`src/rtl/i2c_cfg_sequencer_pkg.sv`:
```
// Purpose: shared opcodes, entry layout and FSM encoding for the I2C config sequencer.
// Latency: n/a (types and constants only).
// Backpressure: n/a.
package i2c_cfg_sequencer_pkg;

  // Table opcodes carried in the address byte of an entry
  localparam logic [7:0] OP_END   = 8'hFE;
  localparam logic [7:0] OP_DELAY = 8'hFF;

  // One table entry: {addr[15:8], data[7:0]}
  typedef struct packed {
    logic [7:0] addr;
    logic [7:0] data;
  } entry_t;

  typedef enum logic [3:0] {
    ST_IDLE,
    ST_PWRUP,
    ST_FETCH,
    ST_ISSUE,
    ST_WAIT_DONE,
    ST_RELEASE,
    ST_DELAY,
    ST_FINISH,
    ST_FAULT
  } state_t;

  // Default bring-up table, entry 0 in the least significant 16 bits:
  // soft reset, wait 5 ms, two config writes, end.
  localparam int DEF_ENTRIES = 16;
  localparam logic [DEF_ENTRIES*16-1:0] DEF_TABLE = {
    {11{16'hFE00}},
    16'hFE00,
    16'h2110,
    16'h2001,
    16'hFF05,
    16'h1A80
  };

endpackage

```
`src/rtl/i2c_cfg_sequencer_rom.sv`:
```
// Purpose: combinational lookup of one 16-bit table entry by index.
// Latency: 0 cycles (pure combinational).
// Backpressure: none; out-of-range indices read as all-zero.
module i2c_cfg_sequencer_rom
  import i2c_cfg_sequencer_pkg::*;
#(
  parameter int                        NUM_ENTRIES = DEF_ENTRIES,
  parameter logic [NUM_ENTRIES*16-1:0] TABLE       = DEF_TABLE,
  localparam int                       IDX_W       = (NUM_ENTRIES > 1) ? $clog2(NUM_ENTRIES) : 1
) (
  input  logic [IDX_W-1:0] index,
  output entry_t           entry
);

  // Select the entry whose slot matches the index
  always_comb begin
    entry = '0;
    for (int i = 0; i < NUM_ENTRIES; i++) begin
      if (index == IDX_W'(i)) entry = TABLE[i*16 +: 16];
    end
  end

endmodule

```
`src/rtl/i2c_cfg_sequencer.sv`:
```
// Purpose: walks a register/value table and drives i2c_master enable/reg_addr/data_in.
// Latency: start -> enable high after 2 edges (+ power-up wait); done -> enable low on the sampling edge.
// Backpressure: holds each write until i2c_done high then low; gives up after the timeout.
module i2c_cfg_sequencer
  import i2c_cfg_sequencer_pkg::*;
#(
  parameter int                        NUM_ENTRIES = DEF_ENTRIES,
  parameter int                        MS_CYCLES   = 32000,
  parameter int                        PWRUP_MS    = 10,
  parameter int                        TIMEOUT_MS  = 5,
  parameter logic [NUM_ENTRIES*16-1:0] TABLE       = DEF_TABLE,
  localparam int                       IDX_W       = (NUM_ENTRIES > 1) ? $clog2(NUM_ENTRIES) : 1
) (
  input  logic             clk_32M,
  input  logic             rst_n,
  input  logic             start,
  input  logic             i2c_done,
  output logic             i2c_enable,
  output logic [7:0]       reg_addr,
  output logic [7:0]       data_in,
  output logic             busy,
  output logic             cfg_done,
  output logic             cfg_error,
  output logic [IDX_W-1:0] entry_index
);

  localparam logic [31:0]      MS_LAST  = 32'(MS_CYCLES - 1);
  localparam logic [31:0]      PWR_LAST = 32'(PWRUP_MS - 1);
  localparam logic [31:0]      TO_LAST  = 32'(TIMEOUT_MS * MS_CYCLES - 1);
  localparam logic [IDX_W-1:0] IDX_LAST = IDX_W'(NUM_ENTRIES - 1);

  state_t      state_q, state_d;
  entry_t      entry;
  logic [31:0] presc_q, ms_q, to_q;
  logic        idx_adv, tick, at_last, timed, to_hit;

  i2c_cfg_sequencer_rom #(
    .NUM_ENTRIES (NUM_ENTRIES),
    .TABLE       (TABLE)
  ) u_rom (
    .index (entry_index),
    .entry (entry)
  );

  assign tick    = (presc_q == MS_LAST);
  assign at_last = (entry_index == IDX_LAST);
  assign timed   = state_q inside {ST_PWRUP, ST_DELAY, ST_WAIT_DONE, ST_RELEASE};
  assign to_hit  = (to_q == TO_LAST);

  // Next-state decode; idx_adv marks the cycle an entry is retired
  always_comb begin
    state_d = state_q;
    idx_adv = 1'b0;
    unique case (state_q)
      ST_IDLE: begin
        if (start) state_d = (PWRUP_MS == 0) ? ST_FETCH : ST_PWRUP;
      end
      ST_PWRUP: begin
        if (tick && ms_q == PWR_LAST) state_d = ST_FETCH;
      end
      ST_FETCH: begin
        if (entry.addr == OP_END) begin
          state_d = ST_FINISH;
        end else if (entry.addr == OP_DELAY) begin
          // A zero-length delay retires straight from FETCH
          if (entry.data == 8'd0) begin
            idx_adv = 1'b1;
            state_d = at_last ? ST_FINISH : ST_FETCH;
          end else begin
            state_d = ST_DELAY;
          end
        end else begin
          state_d = ST_ISSUE;
        end
      end
      ST_ISSUE: state_d = ST_WAIT_DONE;
      ST_WAIT_DONE: begin
        if (i2c_done)    state_d = ST_RELEASE;
        else if (to_hit) state_d = ST_FAULT;
      end
      ST_RELEASE: begin
        if (!i2c_done) begin
          idx_adv = 1'b1;
          state_d = at_last ? ST_FINISH : ST_FETCH;
        end else if (to_hit) begin
          state_d = ST_FAULT;
        end
      end
      ST_DELAY: begin
        if (tick && ms_q == ({24'd0, entry.data} - 32'd1)) begin
          idx_adv = 1'b1;
          state_d = at_last ? ST_FINISH : ST_FETCH;
        end
      end
      ST_FINISH: state_d = ST_IDLE;
      ST_FAULT:  state_d = ST_IDLE;
      default:   state_d = ST_IDLE;
    endcase
  end

  // State register
  always_ff @(posedge clk_32M or negedge rst_n) begin
    if (!rst_n) state_q <= ST_IDLE;
    else        state_q <= state_d;
  end

  // ms prescaler and ms counter: run only in timed states, restart on every state change
  always_ff @(posedge clk_32M or negedge rst_n) begin
    if (!rst_n) begin
      presc_q <= '0;
      ms_q    <= '0;
    end else if (!timed || state_d != state_q) begin
      presc_q <= '0;
      ms_q    <= '0;
    end else if (tick) begin
      presc_q <= '0;
      ms_q    <= ms_q + 32'd1;
    end else begin
      presc_q <= presc_q + 32'd1;
    end
  end

  // Per-entry timeout: zeroed as a write is issued, spans ISSUE through RELEASE
  always_ff @(posedge clk_32M or negedge rst_n) begin
    if (!rst_n)                                                  to_q <= '0;
    else if (state_q == ST_FETCH)                                to_q <= '0;
    else if (state_q inside {ST_ISSUE, ST_WAIT_DONE, ST_RELEASE}) to_q <= to_q + 32'd1;
  end

  // Registered outputs; enable follows the next state so it drops on the done-sampling edge
  always_ff @(posedge clk_32M or negedge rst_n) begin
    if (!rst_n) begin
      i2c_enable  <= 1'b0;
      reg_addr    <= 8'h00;
      data_in     <= 8'h00;
      busy        <= 1'b0;
      cfg_done    <= 1'b0;
      cfg_error   <= 1'b0;
      entry_index <= '0;
    end else begin
      i2c_enable <= (state_d == ST_WAIT_DONE);
      if (state_q == ST_IDLE && start) begin
        busy        <= 1'b1;
        cfg_done    <= 1'b0;
        cfg_error   <= 1'b0;
        entry_index <= '0;
      end else if (idx_adv && !at_last) begin
        entry_index <= entry_index + IDX_W'(1);
      end
      if (state_q == ST_FETCH && state_d == ST_ISSUE) begin
        reg_addr <= entry.addr;
        data_in  <= entry.data;
      end
      if (state_d == ST_FINISH) begin
        cfg_done <= 1'b1;
        busy     <= 1'b0;
      end
      if (state_d == ST_FAULT) begin
        cfg_error <= 1'b1;
        busy      <= 1'b0;
      end
    end
  end

endmodule
```
`config.mk`:
```
export PLATFORM = sky130hd
export DESIGN_NAME = i2c_cfg_sequencer
export DESIGN_NICKNAME = d
export VERILOG_FILES = /design/src/rtl/i2c_cfg_sequencer_pkg.sv /design/src/rtl/i2c_cfg_sequencer_rom.sv /design/src/rtl/i2c_cfg_sequencer.sv
export SDC_FILE = /design/constraint.sdc
export NUM_CORES = 1
export LEC_CHECK = 0
export CORE_MARGIN = 3
export CORE_UTILIZATION = 54
export DETAILED_ROUTE_END_ITERATION = 8
export GPL_ROUTABILITY_DRIVEN = 0
export PLACE_DENSITY_LB_ADDON = 0.08
export SLEW_MARGIN = 5
export SYNTH_ARGS = -nofsm -noshare
export SYNTH_HDL_FRONTEND = slang
export SYNTH_HIERARCHICAL = 1
export SYNTH_SLANG_ARGS = --single-unit
export TNS_END_PERCENT = 1
```
`constraint.sdc`:
```
create_clock -name clk_32M -period 7 [get_ports clk_32M]
set_input_delay 1.4 -clock clk_32M [delete_from_list [all_inputs] [get_ports clk_32M]]
set_output_delay 1.4 -clock clk_32M [all_outputs]
set_load 0.02 [all_outputs]
```
# == Word level (Yosys, flattened, before mapping) ==
# Cells that the tools add are included.
# word_totals
elab_cells,114
register_bits,124
# op_classes
eq_ne,32
addsub,5
muxes,47
reduce_logical,19
# op_table
operator,n
2-to-1 mux 16 bit,15
2-to-1 mux 32 bit,6
"adder 32 x 1 -> 32 bit, second input constant",3
2-to-1 mux 4 bit,10
"== test 4 x 3 -> 1 bit, second input constant",9
"== test 4 bit, second input constant",9
"== test 32 x 15 -> 1 bit, second input constant",1
"== test 32 x 18 -> 1 bit, second input constant",1
== test 32 bit,1
"== test 32 x 4 -> 1 bit, second input constant",1
case mux 4 bit (7 select lines),1
"== test 4 x 2 -> 1 bit, second input constant",5
"== test 8 bit, second input constant",2
2-to-1 mux 13 bit,1
2-to-1 mux 1 bit,11
nonzero test 2 bit,5
"subtractor 8 x 1 -> 9 bit, second input constant",1
"== test 4 x 1 -> 1 bit, second input constant",2
logical NOT 4 bit,2
logical NOT 8 bit,1
2-to-1 mux 3 bit,2
nonzero test 3 bit,2
logical AND 1 bit,5
"adder 4 x 1 -> 4 bit, second input constant",1
5 further kinds,6

# == Longest topological paths before layout ==
# logic_depth
word_depth,25
ltp_mapped,13

# == By module ==
# The synthesis kept the hierarchy.
# by_module_without_submodules
module,n_inst,cells_each,area_per_inst_um2
i2c_cfg_sequencer,1,706,7019.2
i2c_cfg_sequencer_rom,1,20,131.4

# == Worst setup path after synthesis ==
# Ideal clock, no wire load.
# synth_path
path_type,flip-flop to flip-flop
start,reg entry_index[0]
end,reg data_in[4]
arrival_time_ps,3247
path_stages_with_launch,14
setup_time_ps,128
synth_period_minus_slack_ps,3375
path_slack_ps,3625
path_cell_list,dfrtp_1 xnor2_1 nor3_1 inv_1 ha_1 or3b_1 nor4_2 or3_1 a22oi_1 nand4_1 a21o_1 buf_4 buf_6 mux2_1
# synth_rtl
item,line,text
"start, declared",i2c_cfg_sequencer.sv:24,output logic [IDX_W-1:0] entry_index
"start signal, assigned",i2c_cfg_sequencer.sv:148,entry_index <= entry_index + IDX_W'(1);
"end signal, assigned",i2c_cfg_sequencer.sv:152,data_in <= entry.data;
"end, declared",i2c_cfg_sequencer.sv:20,"output logic [7:0] data_in,"

==> metrics <==
Max Cap Viol 0; critical path data arrival time 4.78 ns; area of the core 12800 µm²; prevailing post-synth register cell dfrtp_1; crit-path cells xnor2_1, nor3_1, inv_1, ha_1, or3b_1, nor4_2, or3_1, a22oi_1, nand4_1, a21oi_4, buf_4, nor3_1; Netlist cell types 60; Post-synth EDFFs 0; PwrDens 199 nW/µm²; vias in the first global route 5319; cell family with most CP delay simple AND/OR/NAND/NOR gates; Slew Viols, Final 0; Final Power 1600 µW; Peak VDD IR 193 µV; final WL 15.3 mm; Gate Count Post-Synth 726; fin nets 748; H-tree level count 4; minimum clock period 4.52 ns; Post-DRT Antenna Nets 0; DRC errors left 0; Req. time, crit path 7.26 ns; commonest non-fill, non-tap cells in the layout dfrtp_1, nor2_1, xnor2_1; largest net degree at the start of global routing 67; Bufs on Longest Clock Path 2; Fin Setup TNS 0 ns; io pins 28; die area 14700 µm²; register-to-register setup slack 2.48 ns; mux contribution to synthesized area 2.94%; Die Ht 121 µm; fillcell total 1075; antenna cells 0; number of CTS-inserted buffers 17; syn avg cell area 9.85 µm²; Worst-Skew Late Latency 0.42 ns; Synth warnings 6; Post-Route Skew 0.00909 ns; post-CTS resize count 0; Clock Sink Count 124; Slew headroom 27.2%; largest family of logic cells by synthesized area simple AND/OR/NAND/NOR gates; CTS tree done; Setup-failing EPs final 0; number of DRC markers in iteration 0 396; most used cell, CP nor3_1; max incr delay on CP 0.78 ns; Clock transition at path regs 0.05 ns; cell area after synthesis 7150 µm²; cts hold-fix bufs 0; launch point of the worst hold path cfg_error$_DFFE_PN0P_; commonest non-fill, non-tap cell in the layout dfrtp_1; Hold Path Depth 1; setup bufs post-CTS 0; Adder-Cell Fraction of Synth Area 1.05%; first-pass GRT wire length 26.2 mm; reg-to-reg endpoint presc_q[27]$_DFF_PN0_; WP buf/inv 2; FMAX 0.221 GHz; Area Growth Syn to Fin 12.3%; GRT Overall Usage 22.0%; vias 5541; Die W 121 µm; crit path capture type flip-flop; WL per Instance 16.6 µm; layout cells sized above 1 13.4%; Worst Tran Pin Value 1.09 ns; Starting Density 56.0%; RSZ-0062 raised after global routing false; FF-to-FF path depth 12; Synth Area in XOR/XNOR 11.9%; port bufs 27; period utilisation layout 64.6%; status finished clean; vias per inst 6.00; HP Class flip-flop to flip-flop; Worst Hold End cfg_error$_DFFE_PN0P_; Leak Pwr 0.00339 µW; FF+latch count, synth 124; cell row count 41; hpwl dp 10.0 mm; Synth Area in Simple Gates 31.9%; Compound-Gate Fraction of Synth Area 4.74%; Seq/Total Area, Yosys 43.4%; crit start category flip-flop; Fin. Hold Viols 0; worst r2r src entry_index[0]$_DFFE_PN0P_; First-pass DRT Iterations 8; antenna violations before repair 0; slowest CP cell a21oi_4; worst-path maximum fanout 39; gr ovfl total 0; Clock Root Buffer clkbuf_16; fraction of registers with async set or reset after synthesis 100%; Crit Path Category flip-flop to flip-flop
[synthesized netlist by cell type (5+ instances only)]
cell	n	area share, %
or3_1	7	0.61
and3_1	21	1.8
mux2_1	10	1.6
nor4_2	39	6.8
xnor2_1	51	6.2
nor4_1	22	1.9
nand2_1	49	2.6
nand4_1	31	2.7
ha_1	6	1.0
nor2_1	62	3.3
a21oi_1	8	0.56
nand2b_1	11	0.96
nor2b_1	5	0.44
o21ai_0	11	0.77
inv_1	12	0.63
or2_2	7	0.61
nand3_1	40	2.8
clkbuf_1	17	0.89
dfrtp_1	124	43
nor3_1	51	3.6
buf_6	5	0.79
mux2_2	6	0.94
xor2_1	46	5.6
buf_4	9	0.94
buf_2	10	0.70
[per-stage QoR]
stage / util, % / hold WS, ns / setup WS, ns / area, µm² / cells
5_1_grt: 62.9 / 0.488 / 2.06 / 8030 / 923
6_report: 62.9 / 0.474 / 2.48 / 8030 / 923
3_3_place_gp: 58.4 / 0.464 / 2.73 / 7460 / 891
3_5_place_dp: 58.4 / 0.464 / 2.49 / 7460 / 891
4_1_cts: 62.9 / 0.477 / 2.49 / 8030 / 923
2_1_floorplan: - / 0.472 / 3.63 / 7160 / 729
[registers in the layout, summed over array words and instances, names as in the netlist]
| register | count |
|---|---|
| cfg_done | 1 |
| ms_q | 32 |
| presc_q | 32 |
| busy | 1 |
| to_q | 32 |
| data_in | 8 |
| cfg_error | 1 |
| entry_index | 4 |
| state_q | 4 |
| i2c_enable | 1 |
| reg_addr | 8 |
[final cells by class]
type	count	area [µm²]	share of cell area, %
timing repair buffer	32	305	3.80
clock buffer	23	488	6.08
clock inverter	9	86.3	1.08
inverter	12	45.0	0.561
tap	172	215	2.68
multi-input combinational	551	3790	47.2
sequential	124	3100	38.6
[per-layer routing]
metal	routed length [µm]	share of wire [%]	GRT usage [%]	vias to the layer above
met5	0	0	0	-
met1	7270	47	30.6	2730
li1	-	-	-	2639
met2	7130	47	33.4	146
met3	712	4.7	6.29	26
met4	202	1.3	7.08	0
[power by group]
part / total, µW / leakage, µW / internal, µW / switching (µW)
Clock: 845 / 0.000280 / 526 / 319
Combinational: 35.3 / 0.00156 / 9.52 / 25.7
Sequential: 719 / 0.00155 / 718 / 1.03
Total: 1600 / 0.00339 / 1250 / 346
[cells by family (layout without fill, tap and decap cells)]
group,count (synthesis),count (layout)
fa+ha+maj,6,6
compound gates,48,48
other cells,1,4
flops,124,124
xor+xnor,97,97
simple gates,377,377
mux,19,19
buf+inv,54,76
[how the worst max path moves through the flow]
stage	depth (start not counted)	end	startpoint	slack (ns)
floorplan	13	data_in[4]$_DFFE_PN0P_	entry_index[0]$_DFFE_PN0P_	3.63
global placement	12	presc_q[28]$_DFF_PN0_	entry_index[0]$_DFFE_PN0P_	2.73
detailed placement	12	presc_q[15]$_DFF_PN0_	entry_index[0]$_DFFE_PN0P_	2.49
CTS	12	presc_q[27]$_DFF_PN0_	entry_index[0]$_DFFE_PN0P_	2.49
global route	12	presc_q[27]$_DFF_PN0_	entry_index[0]$_DFFE_PN0P_	2.06
finish	12	presc_q[27]$_DFF_PN0_	entry_index[0]$_DFFE_PN0P_	2.48
[worst reg2reg max path, stage by stage (launching register included)]
cell and delay (ns):
dfrtp_1 0.49, xnor2_1 0.18, nor3_1 0.51, inv_1 0.10, ha_1 0.28, or3b_1 0.25, nor4_2 0.09, or3_1 0.34
a22oi_1 0.32, nand4_1 0.26, a21oi_4 0.78, buf_4 0.60, nor3_1 0.15
(Power assumes the default switching activity.)
